<file path="src/rtl/pn_pkg.sv">
`default_nettype none
// ============================================================================
// Module   : pn_pkg
// Purpose  : Shared encodings, state/error enums and helpers for the PN feeder.
// Revision : 1.0  initial release
// ============================================================================
package pn_pkg;

    localparam int PN_MAX_TOK = 12;

    localparam logic [1:0] PN_MODE_GRP_PRE  = 2'd0;
    localparam logic [1:0] PN_MODE_GRP_POST = 2'd1;
    localparam logic [1:0] PN_MODE_NPN      = 2'd2;
    localparam logic [1:0] PN_MODE_RPN      = 2'd3;

    localparam logic [2:0] PN_OP_ADD    = 3'd0;
    localparam logic [2:0] PN_OP_SUB    = 3'd1;
    localparam logic [2:0] PN_OP_MUL    = 3'd2;
    localparam logic [2:0] PN_OP_ABSADD = 3'd3;

    typedef enum logic [1:0] {
        PN_ERR_NONE   = 2'd0,
        PN_ERR_COUNT  = 2'd1,
        PN_ERR_STRUCT = 2'd2,
        PN_ERR_OVF    = 2'd3
    } pn_err_e;

    typedef enum logic [2:0] {
        ST_IDLE  = 3'd0,
        ST_LOAD  = 3'd1,
        ST_CHECK = 3'd2,
        ST_SEND  = 3'd3,
        ST_WAIT  = 3'd4
    } pn_state_e;

    // Grouped modes take whole triples; the stack modes take odd lengths 5..9.
    function automatic logic pn_count_ok(input logic [1:0] mode, input int n);
        if (mode == PN_MODE_GRP_PRE || mode == PN_MODE_GRP_POST)
            return (n == 6) || (n == 9) || (n == 12);
        return (n == 5) || (n == 7) || (n == 9);
    endfunction

endpackage
`default_nettype wire

</file>
<file path="src/rtl/pn_token_feeder_if.sv">
`default_nettype none
// ============================================================================
// Module   : pn_token_feeder_if
// Purpose  : Host write port and evaluator-side signals of the token feeder.
// Revision : 1.0  initial release
// ============================================================================
interface pn_token_feeder_if #(
    parameter int TOKW = 3
);
    logic            wr_valid;
    logic            wr_ready;
    logic [1:0]      wr_mode;
    logic            wr_operator;
    logic [TOKW-1:0] wr_data;
    logic            wr_last;
    logic [1:0]      mode;
    logic            operator;
    logic [TOKW-1:0] in;
    logic            in_valid;
    logic            pn_out_valid;
    logic            busy;
    logic            err;
    logic [1:0]      err_code;

    modport master (
        output wr_valid, wr_mode, wr_operator, wr_data, wr_last, pn_out_valid,
        input  wr_ready, mode, operator, in, in_valid, busy, err, err_code
    );

    modport slave (
        input  wr_valid, wr_mode, wr_operator, wr_data, wr_last, pn_out_valid,
        output wr_ready, mode, operator, in, in_valid, busy, err, err_code
    );
endinterface
`default_nettype wire

</file>
<file path="src/rtl/pn_token_feeder_store.sv">
`default_nettype none
// ============================================================================
// Module   : pn_token_store
// Purpose  : DEPTH x (1+TOKW) token register file, one write, one async read.
// Revision : 1.0  initial release
// ============================================================================
module pn_token_store #(
    parameter int DEPTH = 12,
    parameter int TOKW  = 3,
    parameter int AW    = $clog2(DEPTH)
) (
    input  wire logic          clk,
    input  wire logic          we,
    input  wire logic [AW-1:0] waddr,
    input  wire logic [TOKW:0] wdata,
    input  wire logic [AW-1:0] raddr,
    output logic      [TOKW:0] rdata
);
    logic [TOKW:0] r_mem [DEPTH];

    // Contents need no reset: the feeder's write pointer defines what is valid.
    always_ff @(posedge clk) begin
        if (we)
            r_mem[waddr] <= wdata;
    end

    assign rdata = r_mem[raddr];
endmodule
`default_nettype wire

</file>
<file path="src/rtl/pn_token_feeder.sv">
`default_nettype none
// ============================================================================
// Module   : pn_token_feeder
// Purpose  : Buffers, validates and replays one PN expression to the evaluator.
// Revision : 1.0  initial release
// ============================================================================
module pn_token_feeder
    import pn_pkg::*;
#(
    parameter int DEPTH = PN_MAX_TOK,
    parameter int TOKW  = 3
) (
    input  wire logic         clk,
    input  wire logic         rst,
    pn_token_feeder_if.slave  bus
);
    localparam int c_ptr_w  = $clog2(DEPTH + 1);
    localparam int c_addr_w = $clog2(DEPTH);

    pn_state_e            r_state, w_state_nxt;
    logic                 r_wr_ready, w_wr_ready_nxt;
    logic [1:0]           r_mode, w_mode_nxt;
    logic                 r_operator, w_operator_nxt;
    logic [TOKW-1:0]      r_in, w_in_nxt;
    logic                 r_in_valid, w_in_valid_nxt;
    logic                 r_busy, w_busy_nxt;
    logic                 r_err, w_err_nxt;
    pn_err_e              r_err_code, w_err_code_nxt;
    logic [c_ptr_w-1:0]   r_wr_ptr, w_wr_ptr_nxt;
    logic [c_ptr_w-1:0]   r_rd_ptr, w_rd_ptr_nxt;
    logic                 r_ovf, w_ovf_nxt;
    logic                 r_sbad, w_sbad_nxt;
    logic [3:0]           r_lvl, w_lvl_nxt;
    logic [1:0]           r_phase, w_phase_nxt;
    logic                 r_seen, w_seen_nxt;

    logic                 w_accept;
    logic                 w_first;
    logic [1:0]           w_tok_mode;
    logic [1:0]           w_chk_phase, w_chk_phase_nxt;
    logic [3:0]           w_chk_lvl, w_chk_lvl_nxt;
    logic                 w_chk_bad;
    logic                 w_end_ok;
    pn_err_e              w_fail;

    logic                 w_we;
    logic [c_addr_w-1:0]  w_waddr, w_raddr;
    logic [TOKW:0]        w_rdata;

    pn_token_store #(
        .DEPTH (DEPTH),
        .TOKW  (TOKW),
        .AW    (c_addr_w)
    ) u_store (
        .clk   (clk),
        .we    (w_we),
        .waddr (w_waddr),
        .wdata ({bus.wr_operator, bus.wr_data}),
        .raddr (w_raddr),
        .rdata (w_rdata)
    );

    assign w_accept = bus.wr_valid & r_wr_ready;

    // Incremental structure check of the token currently offered. The first
    // token of an expression uses the live wr_mode and fresh counters.
    always_comb begin
        w_first         = (r_state == ST_IDLE);
        w_tok_mode      = w_first ? bus.wr_mode : r_mode;
        w_chk_phase     = w_first ? 2'd0 : r_phase;
        w_chk_lvl       = w_first ? ((bus.wr_mode == PN_MODE_NPN) ? 4'd1 : 4'd0) : r_lvl;
        w_chk_phase_nxt = (w_chk_phase == 2'd2) ? 2'd0 : w_chk_phase + 2'd1;
        w_chk_lvl_nxt   = w_chk_lvl;
        w_chk_bad       = 1'b0;
        case (w_tok_mode)
            PN_MODE_GRP_PRE:  w_chk_bad = bus.wr_operator != (w_chk_phase == 2'd0);
            PN_MODE_GRP_POST: w_chk_bad = bus.wr_operator != (w_chk_phase == 2'd2);
            PN_MODE_NPN: begin
                if (w_chk_lvl == 4'd0)
                    w_chk_bad = 1'b1;
                else if (bus.wr_operator)
                    w_chk_lvl_nxt = w_chk_lvl + 4'd1;
                else
                    w_chk_lvl_nxt = w_chk_lvl - 4'd1;
            end
            default: begin
                if (bus.wr_operator) begin
                    if (w_chk_lvl < 4'd2)
                        w_chk_bad = 1'b1;
                    else
                        w_chk_lvl_nxt = w_chk_lvl - 4'd1;
                end else begin
                    w_chk_lvl_nxt = w_chk_lvl + 4'd1;
                end
            end
        endcase
    end

    always_comb begin
        w_end_ok = 1'b1;
        if (r_mode == PN_MODE_NPN)
            w_end_ok = (r_lvl == 4'd0);
        else if (r_mode == PN_MODE_RPN)
            w_end_ok = (r_lvl == 4'd1);

        if (r_ovf)
            w_fail = PN_ERR_OVF;
        else if (!pn_count_ok(r_mode, int'(r_wr_ptr)))
            w_fail = PN_ERR_COUNT;
        else if (r_sbad || !w_end_ok)
            w_fail = PN_ERR_STRUCT;
        else
            w_fail = PN_ERR_NONE;
    end

    always_comb begin
        w_state_nxt    = r_state;
        w_mode_nxt     = r_mode;
        w_operator_nxt = 1'b0;
        w_in_nxt       = '0;
        w_in_valid_nxt = 1'b0;
        w_err_nxt      = 1'b0;
        w_err_code_nxt = r_err_code;
        w_wr_ptr_nxt   = r_wr_ptr;
        w_rd_ptr_nxt   = r_rd_ptr;
        w_ovf_nxt      = r_ovf;
        w_sbad_nxt     = r_sbad;
        w_lvl_nxt      = r_lvl;
        w_phase_nxt    = r_phase;
        w_seen_nxt     = r_seen;
        w_we           = 1'b0;
        w_waddr        = '0;
        w_raddr        = r_rd_ptr[c_addr_w-1:0];

        case (r_state)
            ST_IDLE: begin
                if (w_accept) begin
                    w_we         = 1'b1;
                    w_mode_nxt   = bus.wr_mode;
                    w_wr_ptr_nxt = c_ptr_w'(1);
                    w_ovf_nxt    = 1'b0;
                    w_sbad_nxt   = w_chk_bad;
                    w_lvl_nxt    = w_chk_lvl_nxt;
                    w_phase_nxt  = w_chk_phase_nxt;
                    w_state_nxt  = bus.wr_last ? ST_CHECK : ST_LOAD;
                end
            end
            ST_LOAD: begin
                if (w_accept) begin
                    if (r_wr_ptr == c_ptr_w'(DEPTH)) begin
                        w_ovf_nxt = 1'b1;
                    end else begin
                        w_we         = 1'b1;
                        w_waddr      = r_wr_ptr[c_addr_w-1:0];
                        w_wr_ptr_nxt = r_wr_ptr + 1'b1;
                        w_sbad_nxt   = r_sbad | w_chk_bad;
                        w_lvl_nxt    = w_chk_lvl_nxt;
                        w_phase_nxt  = w_chk_phase_nxt;
                    end
                    if (bus.wr_last)
                        w_state_nxt = ST_CHECK;
                end
            end
            ST_CHECK: begin
                if (w_fail != PN_ERR_NONE) begin
                    w_err_nxt      = 1'b1;
                    w_err_code_nxt = w_fail;
                    w_state_nxt    = ST_IDLE;
                end else begin
                    // Entry 0 is prefetched here so in_valid rises on SEND entry.
                    w_raddr        = '0;
                    w_in_valid_nxt = 1'b1;
                    w_operator_nxt = w_rdata[TOKW];
                    w_in_nxt       = w_rdata[TOKW-1:0];
                    w_rd_ptr_nxt   = c_ptr_w'(1);
                    w_state_nxt    = ST_SEND;
                end
            end
            ST_SEND: begin
                if (r_rd_ptr == r_wr_ptr) begin
                    w_seen_nxt  = 1'b0;
                    w_state_nxt = ST_WAIT;
                end else begin
                    w_in_valid_nxt = 1'b1;
                    w_operator_nxt = w_rdata[TOKW];
                    w_in_nxt       = w_rdata[TOKW-1:0];
                    w_rd_ptr_nxt   = r_rd_ptr + 1'b1;
                end
            end
            ST_WAIT: begin
                if (r_seen && !bus.pn_out_valid) begin
                    w_seen_nxt  = 1'b0;
                    w_state_nxt = ST_IDLE;
                end else if (bus.pn_out_valid) begin
                    w_seen_nxt = 1'b1;
                end
            end
            default: w_state_nxt = ST_IDLE;
        endcase

        w_busy_nxt     = (w_state_nxt != ST_IDLE);
        w_wr_ready_nxt = (w_state_nxt == ST_IDLE) || (w_state_nxt == ST_LOAD);
    end

    always_ff @(posedge clk) begin
        if (rst) begin
            r_state    <= ST_IDLE;
            r_wr_ready <= 1'b0;
            r_mode     <= 2'd0;
            r_operator <= 1'b0;
            r_in       <= '0;
            r_in_valid <= 1'b0;
            r_busy     <= 1'b0;
            r_err      <= 1'b0;
            r_err_code <= PN_ERR_NONE;
            r_wr_ptr   <= '0;
            r_rd_ptr   <= '0;
            r_ovf      <= 1'b0;
            r_sbad     <= 1'b0;
            r_lvl      <= '0;
            r_phase    <= '0;
            r_seen     <= 1'b0;
        end else begin
            r_state    <= w_state_nxt;
            r_wr_ready <= w_wr_ready_nxt;
            r_mode     <= w_mode_nxt;
            r_operator <= w_operator_nxt;
            r_in       <= w_in_nxt;
            r_in_valid <= w_in_valid_nxt;
            r_busy     <= w_busy_nxt;
            r_err      <= w_err_nxt;
            r_err_code <= w_err_code_nxt;
            r_wr_ptr   <= w_wr_ptr_nxt;
            r_rd_ptr   <= w_rd_ptr_nxt;
            r_ovf      <= w_ovf_nxt;
            r_sbad     <= w_sbad_nxt;
            r_lvl      <= w_lvl_nxt;
            r_phase    <= w_phase_nxt;
            r_seen     <= w_seen_nxt;
        end
    end

    assign bus.wr_ready = r_wr_ready;
    assign bus.mode     = r_mode;
    assign bus.operator = r_operator;
    assign bus.in       = r_in;
    assign bus.in_valid = r_in_valid;
    assign bus.busy     = r_busy;
    assign bus.err      = r_err;
    assign bus.err_code = r_err_code;
endmodule
`default_nettype wire

</file>
<file path="src/flat_wrapper.sv">
// flat-port wrapper written by rule: the top's interface ports become plain ports
module pn_token_feeder_flat import pn_pkg::*;
#(
    parameter int DEPTH = PN_MAX_TOK,
    parameter int TOKW  = 3
)
  (clk, rst, bus_wr_valid, bus_wr_mode, bus_wr_operator, bus_wr_data, bus_wr_last, bus_pn_out_valid, bus_wr_ready, bus_mode, bus_operator, bus_in, bus_in_valid, bus_busy, bus_err, bus_err_code);
  pn_token_feeder_if #(.TOKW(TOKW)) bus_i ();
  input  wire logic clk;
  input  wire logic rst;
  input wire logic [$bits(bus_i.wr_valid)-1:0] bus_wr_valid;
  input wire logic [$bits(bus_i.wr_mode)-1:0] bus_wr_mode;
  input wire logic [$bits(bus_i.wr_operator)-1:0] bus_wr_operator;
  input wire logic [$bits(bus_i.wr_data)-1:0] bus_wr_data;
  input wire logic [$bits(bus_i.wr_last)-1:0] bus_wr_last;
  input wire logic [$bits(bus_i.pn_out_valid)-1:0] bus_pn_out_valid;
  output wire logic [$bits(bus_i.wr_ready)-1:0] bus_wr_ready;
  output wire logic [$bits(bus_i.mode)-1:0] bus_mode;
  output wire logic [$bits(bus_i.operator)-1:0] bus_operator;
  output wire logic [$bits(bus_i.in)-1:0] bus_in;
  output wire logic [$bits(bus_i.in_valid)-1:0] bus_in_valid;
  output wire logic [$bits(bus_i.busy)-1:0] bus_busy;
  output wire logic [$bits(bus_i.err)-1:0] bus_err;
  output wire logic [$bits(bus_i.err_code)-1:0] bus_err_code;
  assign bus_i.wr_valid = bus_wr_valid;
  assign bus_i.wr_mode = bus_wr_mode;
  assign bus_i.wr_operator = bus_wr_operator;
  assign bus_i.wr_data = bus_wr_data;
  assign bus_i.wr_last = bus_wr_last;
  assign bus_i.pn_out_valid = bus_pn_out_valid;
  assign bus_wr_ready = bus_i.wr_ready;
  assign bus_mode = bus_i.mode;
  assign bus_operator = bus_i.operator;
  assign bus_in = bus_i.in;
  assign bus_in_valid = bus_i.in_valid;
  assign bus_busy = bus_i.busy;
  assign bus_err = bus_i.err;
  assign bus_err_code = bus_i.err_code;
  pn_token_feeder #(.DEPTH(DEPTH), .TOKW(TOKW)) u_core (.clk(clk), .rst(rst), .bus(bus_i));
endmodule
</file>
<file path="config.mk">
export PLATFORM = sky130hd
export DESIGN_NAME = pn_token_feeder_flat
export DESIGN_NICKNAME = d
export VERILOG_FILES = /design/src/rtl/pn_pkg.sv /design/src/rtl/pn_token_feeder_if.sv /design/src/rtl/pn_token_feeder_store.sv /design/src/rtl/pn_token_feeder.sv /design/src/flat_wrapper.sv
export SDC_FILE = /design/constraint.sdc
export NUM_CORES = 1
export LEC_CHECK = 0
export BUFFER_PORTS_ARGS = -buffer_cell sky130_fd_sc_hd__buf_2
export CELL_PAD_IN_SITES_DETAIL_PLACEMENT = 1
export CELL_PAD_IN_SITES_GLOBAL_PLACEMENT = 1
export CORE_MARGIN = 2
export CORE_UTILIZATION = 35
export CTS_CLUSTER_SIZE = 20
export DETAILED_ROUTE_END_ITERATION = 8
export GPL_TIMING_DRIVEN = 0
export PLACE_DENSITY = 0.69
export SYNTH_ARGS = -nofsm -noshare
export SYNTH_HDL_FRONTEND = slang
export SYNTH_SLANG_ARGS = --single-unit
</file>
<file path="constraint.sdc">
create_clock -name clk -period 3.3 [get_ports clk]
set_clock_uncertainty 0.05 [all_clocks]
set_input_delay 0.165 -clock clk [delete_from_list [all_inputs] [get_ports clk]]
set_output_delay 0.165 -clock clk [all_outputs]
set_load 0.01 [all_outputs]
</file>
* Yosys cells after proc, flatten, opt, wreduce, memory -nomap -nowiden *
Memory sizes are Yosys's and may differ from the RTL's.
Index checks and enable logic that the tools add are counted.

cells by class
  add/subtract/negate cells = 5
  magnitude comparators = 1
  eq/ne operators = 30
  multiplexer cells = 80
  bitwise operators = 3
  reductions and logical operators = 30

operator list
  kind                                                  count
  2-to-1 mux 4 bit                                      18
  one-hot mux 4 bit (2 select lines)                    4
  2-to-1 mux 1 bit                                      30
  2-to-1 mux 2 bit                                      11
  2-to-1 mux 3 bit                                      7
  equality test 4 bit (second input constant)           5
  one-hot mux 3 bit (5 select lines)                    1
  adder 4 x 1 -> 4 bit (second input constant)          3
  one-hot mux 1 bit (2 select lines)                    6
  equality test 2 bit (second input constant)           5
  zero test 4 bit                                       2
  != test 2 x 1 -> 1 bit (second input constant)        4
  AND reduction 4 bit                                   2
  nonzero test 2 bit                                    4
  logical OR 1 bit                                      7
  equality test 3 x 1 -> 1 bit (second input constant)  2
  equality test 3 x 2 -> 1 bit (second input constant)  2
  zero test 2 bit                                       3
  zero test 3 bit                                       2
  != test 2 bit (second input constant)                 3
  one-hot mux 3 bit (2 select lines)                    1
  AND reduction 3 bit                                   2
  equality test 2 x 1 -> 1 bit (second input constant)  2
  equality test 4 x 1 -> 1 bit (second input constant)  1
  other kinds (18)                                      22

storage, ports and cells
  register bits = 32
  bits in writable memories = 48
  input port bits = 11
  output and inout bits = 12
  logic and storage cells = 166
  memories kept = 1

memory list
  name                  words  width  read ports  clocked after memory_dff  write ports  line                         source
  u_core.u_store.r_mem  12     4      1           0                         1            pn_token_feeder_store.sv:19  logic [TOKW:0] r_mem [DEPTH];

* Longest topological paths before layout *
An unclocked memory read counts as a cell.

  depth in word-level cells = 14
  depth in mapped cells = 11
  mapped depth without buffers = 9

* Hierarchy *
From an unflattened synthesis, not the netlist that was laid out.

second synthesis, totals
  cell total of the unflattened synthesis = 341
  area, all modules = 3,993.8 um^2

by module, submodules not included
  module           instances  cells each  area each (um^2)  seq. area each (um^2)
  pn_token_feeder  1          244         2,060.7           640.6
  pn_token_store   1          97          1,933.1           1,441.4

* Worst setup path after synthesis *
OpenSTA, ideal clock, no wires.

  path type = register to register
  start point = register u_core.r_wr_ptr[1]
  end point = register u_core.r_in[0], in the netlist u_core.bus.in[0]
  setup time = 0.115 ns
  arrival = 2.213 ns
  required time = 3.135 ns
  setup slack = 0.922 ns
  stages on the path, launching flop included = 11
  path buffers = 2
  clock period less this slack = 2.378 ns
  cells stage by stage = dfxtp_1 clkbuf_1 inv_1 ha_1 nor3b_1 or4b_4 a211oi_4 and2_1 buf_4 a211oi_1 o21a_1

between the ends
  word-level cells in the longest chain between the ends = 14
  elaborated cells on any way between the ends = 22
  classes of those cells = 6 x eq/ne; 10 x mux; 5 x reduce/logical; 1 x memory

ends and longest elaborated chain
  element                                        line                                            source
  start: declaration                             pn_token_feeder.sv:29                           logic [c_ptr_w-1:0] r_wr_ptr, w_wr_ptr_nxt;
  start signal: assignment                       pn_token_feeder.sv:233                          r_wr_ptr <= w_wr_ptr_nxt;
  equality test 4 bit, on equally long branches  pn_pkg.sv:39, pn_pkg.sv:40
  logical OR 1 bit (2 in series)                 pn_pkg.sv:39                                    return (n == 6) || (n == 9) || (n == 12);
  2-to-1 mux 1 bit                               pn_pkg.sv:38                                    if (mode == PN_MODE_GRP_PRE || mode == PN_MODE_GRP_POST)
  2-to-1 mux 1 bit                               pn_pkg.sv:40                                    return (n == 5) || (n == 7) || (n == 9);
  2-to-1 mux 1 bit                               pn_token_feeder.sv:106                          if (r_ovf)
  2-to-1 mux 2 bit                               pn_token_feeder.sv:108                          else if (!pn_count_ok(r_mode, int'(r_wr_ptr)))
  2-to-1 mux 2 bit                               pn_token_feeder.sv:106
  nonzero test 2 bit                             pn_token_feeder.sv:165                          if (w_fail != PN_ERR_NONE) begin
  2-to-1 mux 4 bit                               pn_token_feeder.sv:165
  2-to-1 mux 4 bit                               pn_token_feeder.sv:135                          case (r_state)
  memory (12 x 4 bit)                            n/a
  2-to-1 mux 3 bit, on equally long branches     pn_token_feeder.sv:180, pn_token_feeder.sv:165
  one-hot mux 3 bit (2 select lines) (*)         pn_token_feeder.sv:135
  end signal: assignment                         pn_token_feeder.sv:228                          r_in <= w_in_nxt;
  end: declaration                               pn_token_feeder.sv:24                           logic [TOKW-1:0] r_in, w_in_nxt;

Every way passes the cells marked *; elsewhere a longest branch is shown, timed or not. The select of a mux whose other input is x is not followed.
A chain may end at the register's enable or synchronous reset.

* Worst setup path in the final report *
  start point = register u_core.r_state[1]
  end point = register u_core.r_lvl[3]

between the ends
  word-level cells in the longest chain between the ends = 9
  elaborated cells on any way between the ends = 26
  classes of those cells = 2 x add/sub; 1 x order compare; 6 x eq/ne; 11 x mux; 6 x reduce/logical

ends and longest elaborated chain
  element                                            line                                           source
  start: declaration                                 pn_token_feeder.sv:20                          pn_state_e r_state, w_state_nxt;
  start signal: assignment                           pn_token_feeder.sv:224                         r_state <= w_state_nxt;
  zero test 3 bit                                    pn_token_feeder.sv:68, pn_token_feeder.sv:135
  2-to-1 mux 4 bit                                   pn_token_feeder.sv:71                          w_chk_lvl = w_first ? ((bus.wr_mode == PN_MODE_NPN) ? 4'd1 : 4'd0) : r_lvl;
  subtractor 4 x 1 -> 4 bit (tied with other cells)  pn_token_feeder.sv:84, pn_token_feeder.sv:91
  2-to-1 mux 4 bit, on equally long branches         pn_token_feeder.sv:88, pn_token_feeder.sv:81
  2-to-1 mux 4 bit, on equally long branches         pn_token_feeder.sv:87, pn_token_feeder.sv:79
  one-hot mux 4 bit (2 select lines)                 pn_token_feeder.sv:75                          case (w_tok_mode)
  2-to-1 mux 4 bit                                   pn_token_feeder.sv:150                         if (r_wr_ptr == c_ptr_w'(DEPTH)) begin
  2-to-1 mux 4 bit                                   pn_token_feeder.sv:149                         if (w_accept) begin
  one-hot mux 4 bit (2 select lines)                 pn_token_feeder.sv:135
  end signal: assignment                             pn_token_feeder.sv:237                         r_lvl <= w_lvl_nxt;
  end: declaration                                   pn_token_feeder.sv:33                          logic [3:0] r_lvl, w_lvl_nxt;

Several ways; a longest one is shown, not always the timed one. The select of a mux whose other input is x is not followed.

==> metrics.md <==
| Metric | Value |
|---|---|
| Status | finished clean |
| Sequential-to-total area share from yosys stat | 0.539 |
| Wire per inst | 17.6 um |
| Cell Pwr Density | 452 nW/um^2 |
| Initial antenna violation count | 0 |
| # Post-CTS Setup Buffers | 0 |
| Setup TNS | 0 ns |
| CTS tree | done |
| Worst Setup Start Kind | register |
| Syn_area_per_cell | 10.7 sq um |
| CP arrival | 3.10 ns |
| Vias in the first global route | 2908 |
| Gr ovfl total | 0 |
| Cts hold-fix bufs | 0 |
| Mean number of vias per cell | 5.39 |
| Static leakage | 1.51 nW |
| Syn Std Cell Area | 3860 sq um |
| Mapped Nets | 380 |
| Clk sinks | 80 |
| Total Routing Usage GR | 0.172 |
| Leading cell types by total area after synthesis | edfxtp_1 (37%), dfxtp_1 (17%), mux4_2 (4.7%) |
| Max-cap violations | 0 |
| Fill cells | 1217 |
| Die height | 109 um |
| Core region area | 10800 sq um |
| Synth warnings | 0 |
| Max FO, Critical Path | 10 |
| Ant diodes | 0 |
| CTS Buf Count | 9 |
| Die area | about 12000 sq um |
| Worst IR drop on VDD | 198 uV |
| Post-synth top cells | edfxtp_1 (48), nor2_1 (36), dfxtp_1 (32) |
| Share of cells above drive strength 1 | 0.168 |
| Yosys reg bits | 80 |
| Post-synthesis cell type count | between 40 and 50 |
| Fin crit share | 0.863 |
| Slew margin rel. | 0.233 |
| H-tree depth | 3 |
| Rows | 38 |
| EDFF count, synth | 48 |
| Clk root buf | clkbuf_8 |
| First-pass GRT wire length | between 15000 and 20000 um |
| CP required | between 3 and 4 ns |
| Primary FF master, synth | edfxtp_1 |
| Clock Tree Buf Depth | 2 |
| Most instantiated library cell after synthesis | edfxtp_1 |
| Largest net degree at the start of global routing | 16 |
| Die X | 109 um |
| Reg2Reg Setup Slack | ~0.45 ns |
| Nets@finish | 413 |
| Final setup vio count | 0 |
| Top cell type by total area after synthesis | edfxtp_1 |
| Post_cts resized | 0 |
| IO buf count | 22 |
| Post-Synthesis Cells | 361 |
| Slew @ Worst Pin | between 1 and 1.5 ns |
| RSZ-0062 raised after global routing | false |
| DR vias | 2903 |
| Hold Fails Final Rpt | 0 |
| Drt drc | 0 |
| Total power | 1.97 mW |
| Post-synthesis async set-or-reset flop share | 0 |
| Fmax | 351 MHz |
| Yosys top cell area share | 0.373 |
| Part of the power in combinational logic | 0.068 |
| Sw Ratio | 0.254 |
| Final GP Congestion | 0.792 |
| Total wire length | 9490 um |
| Post-route ant nets | 0 |
| Area delta synth->final | 12.7% |
| Post-DP HPWL | ~6900 um |
| Clk pwr share | 0.384 |
| First drt pass iteration count | 4 |
| Initial Utilization | 0.358 |
| I/O pins | 23 |
| Tmin final | between 2 and 3 ns |
| Share of power burned in registers | 0.547 |
| 1st-iter DRT viols | 201 |
| Critical path capture point type | register |
| Switch Pwr | 0.500 mW |
| Latest clock arrival within the worst-skew pair | 0.37 ns |
| Max Transition Viols Final | 0 |
| CTS clock-pin slew for the worst setup and hold paths | 0.09 ns |
| Internal | ~1.5 mW |
| HP Class | input pin to register |
| Worst Path Class, Setup | register to register |
## through the flow
step | area, sq um | hold WS [ns] | util | std cells | setup WS (ns)
final | 4350 | 0.00621 | 0.403 | 539 | 0.452
after global routing | 4350 | 0.0243 | 0.403 | 539 | 0.123
after CTS | 4350 | 0.00548 | 0.403 | 539 | 0.453
after detailed placement | 4150 | 0.392 | 0.385 | 523 | 0.492
after global placement | 4150 | 0.384 | 0.385 | 523 | 0.509
after floorplan | 3860 | 0.214 | - | 361 | 0.922
## registers in the layout (all words and copies together) (netlist names), 2 cells and up
signal and count:
u_core.u_store.r_mem 48, u_core.r_lvl 4, u_core.r_rd_ptr 4, u_core.r_wr_ptr 4, u_core.bus.in 3, u_core.r_state 3
u_core.bus.err_code 2, u_core.bus.mode 2, u_core.r_phase 2
## layout by cell type (no fill, tap or decap), types with 3 or more instances in the layout
master    synthesis  layout
mux2i_1           4       4
o211ai_1          3       3
clkbuf_1         13      13
o21ai_0          16      16
or2_2             7       7
nor3_1           18      18
nor3b_1           3       3
buf_2             9      31
nand3b_1          3       3
and2_1            4       4
a211oi_1          8       8
nor4_1            4       4
nand3_1           3       3
nand4_1           3       3
nand2_1          26      26
dfxtp_1          32      32
clkinv_4          0       3
a21oi_1          28      28
inv_1            14      14
o21a_1            4       4
nor2_1           36      36
xor2_1            7       7
o31ai_1           3       3
a31oi_1           6       6
xnor2_1           8       8
mux4_2            8       8
o311ai_0          3       3
ha_1              8       8
nor2b_1           5       5
a22oi_1           5       5
clkbuf_8          0       9
edfxtp_1         48      48
## critical path, cell delays in order, from the launching register on
cell	delay [ns]
dfxtp_1	0.30
buf_2	0.17
or3_1	0.40
buf_2	0.21
nor3_1	0.21
a21oi_1	0.12
ha_1	0.21
o21ai_1	0.29
nand2_1	0.22
o311ai_0	0.36
o211ai_1	0.14
o21ai_0	0.09
## worst paths after layout
kind,startpoint,endpoint,cells after the start
worst max-delay path,u_core.r_state[1],u_core.r_lvl[3],11
worst min-delay path,bus_pn_out_valid,u_core.r_seen,3
worst max register to register,u_core.r_state[1],u_core.r_lvl[3],11
worst min register to register,u_core.bus.err_code[0],u_core.bus.err_code[0],2
## per-layer routing
metal / global-route usage / wire (um) / part of all wire
met4: 0.0788 / 165 / 0.017
met1: 0.231 / 4450 / 0.47
met2: 0.274 / 4530 / 0.48
met5: 0 / 0 / 0
met3: 0.0263 / 356 / 0.038
## layout make-up
| cell class | count | area, sq um | share of cell area |
|---|---|---|---|
| sequential | 80 | 2080 | 0.478 |
| multi-input combinational | 244 | 1630 | 0.374 |
| tap | 140 | 175 | 0.0402 |
| clock buffer | 9 | 124 | 0.0284 |
| timing repair buffer | 22 | 110 | 0.0253 |
| buffer | 23 | 101 | 0.0233 |
| clock inverter | 7 | 80.1 | 0.0184 |
| inverter | 14 | 52.6 | 0.0121 |
## power groups by stage
stage | registers (mW) | logic [mW] | clock network (mW)
after CTS | 1.08 | 0.135 | 0.775
after global placement | 1.10 | 0.131 | 0
after global routing | 1.08 | 0.150 | 0.811
after floorplan | 1.10 | 0.0822 | 0
final | 1.08 | 0.134 | 0.757
after detailed placement | 1.10 | 0.135 | 0
## kinds of logic (layout without fill, tap and decap cells)
kind of cell,Yosys count,in the layout,share of synthesized area
simple gates,122,122,0.158
compound gates,86,86,0.144
flops,80,80,0.539
buf+inv,37,75,0.0398
xor+xnor,15,15,0.0340
mux,13,13,0.0599
fa+ha+maj,8,8,0.0259
Power figures use the tool's default switching activity.
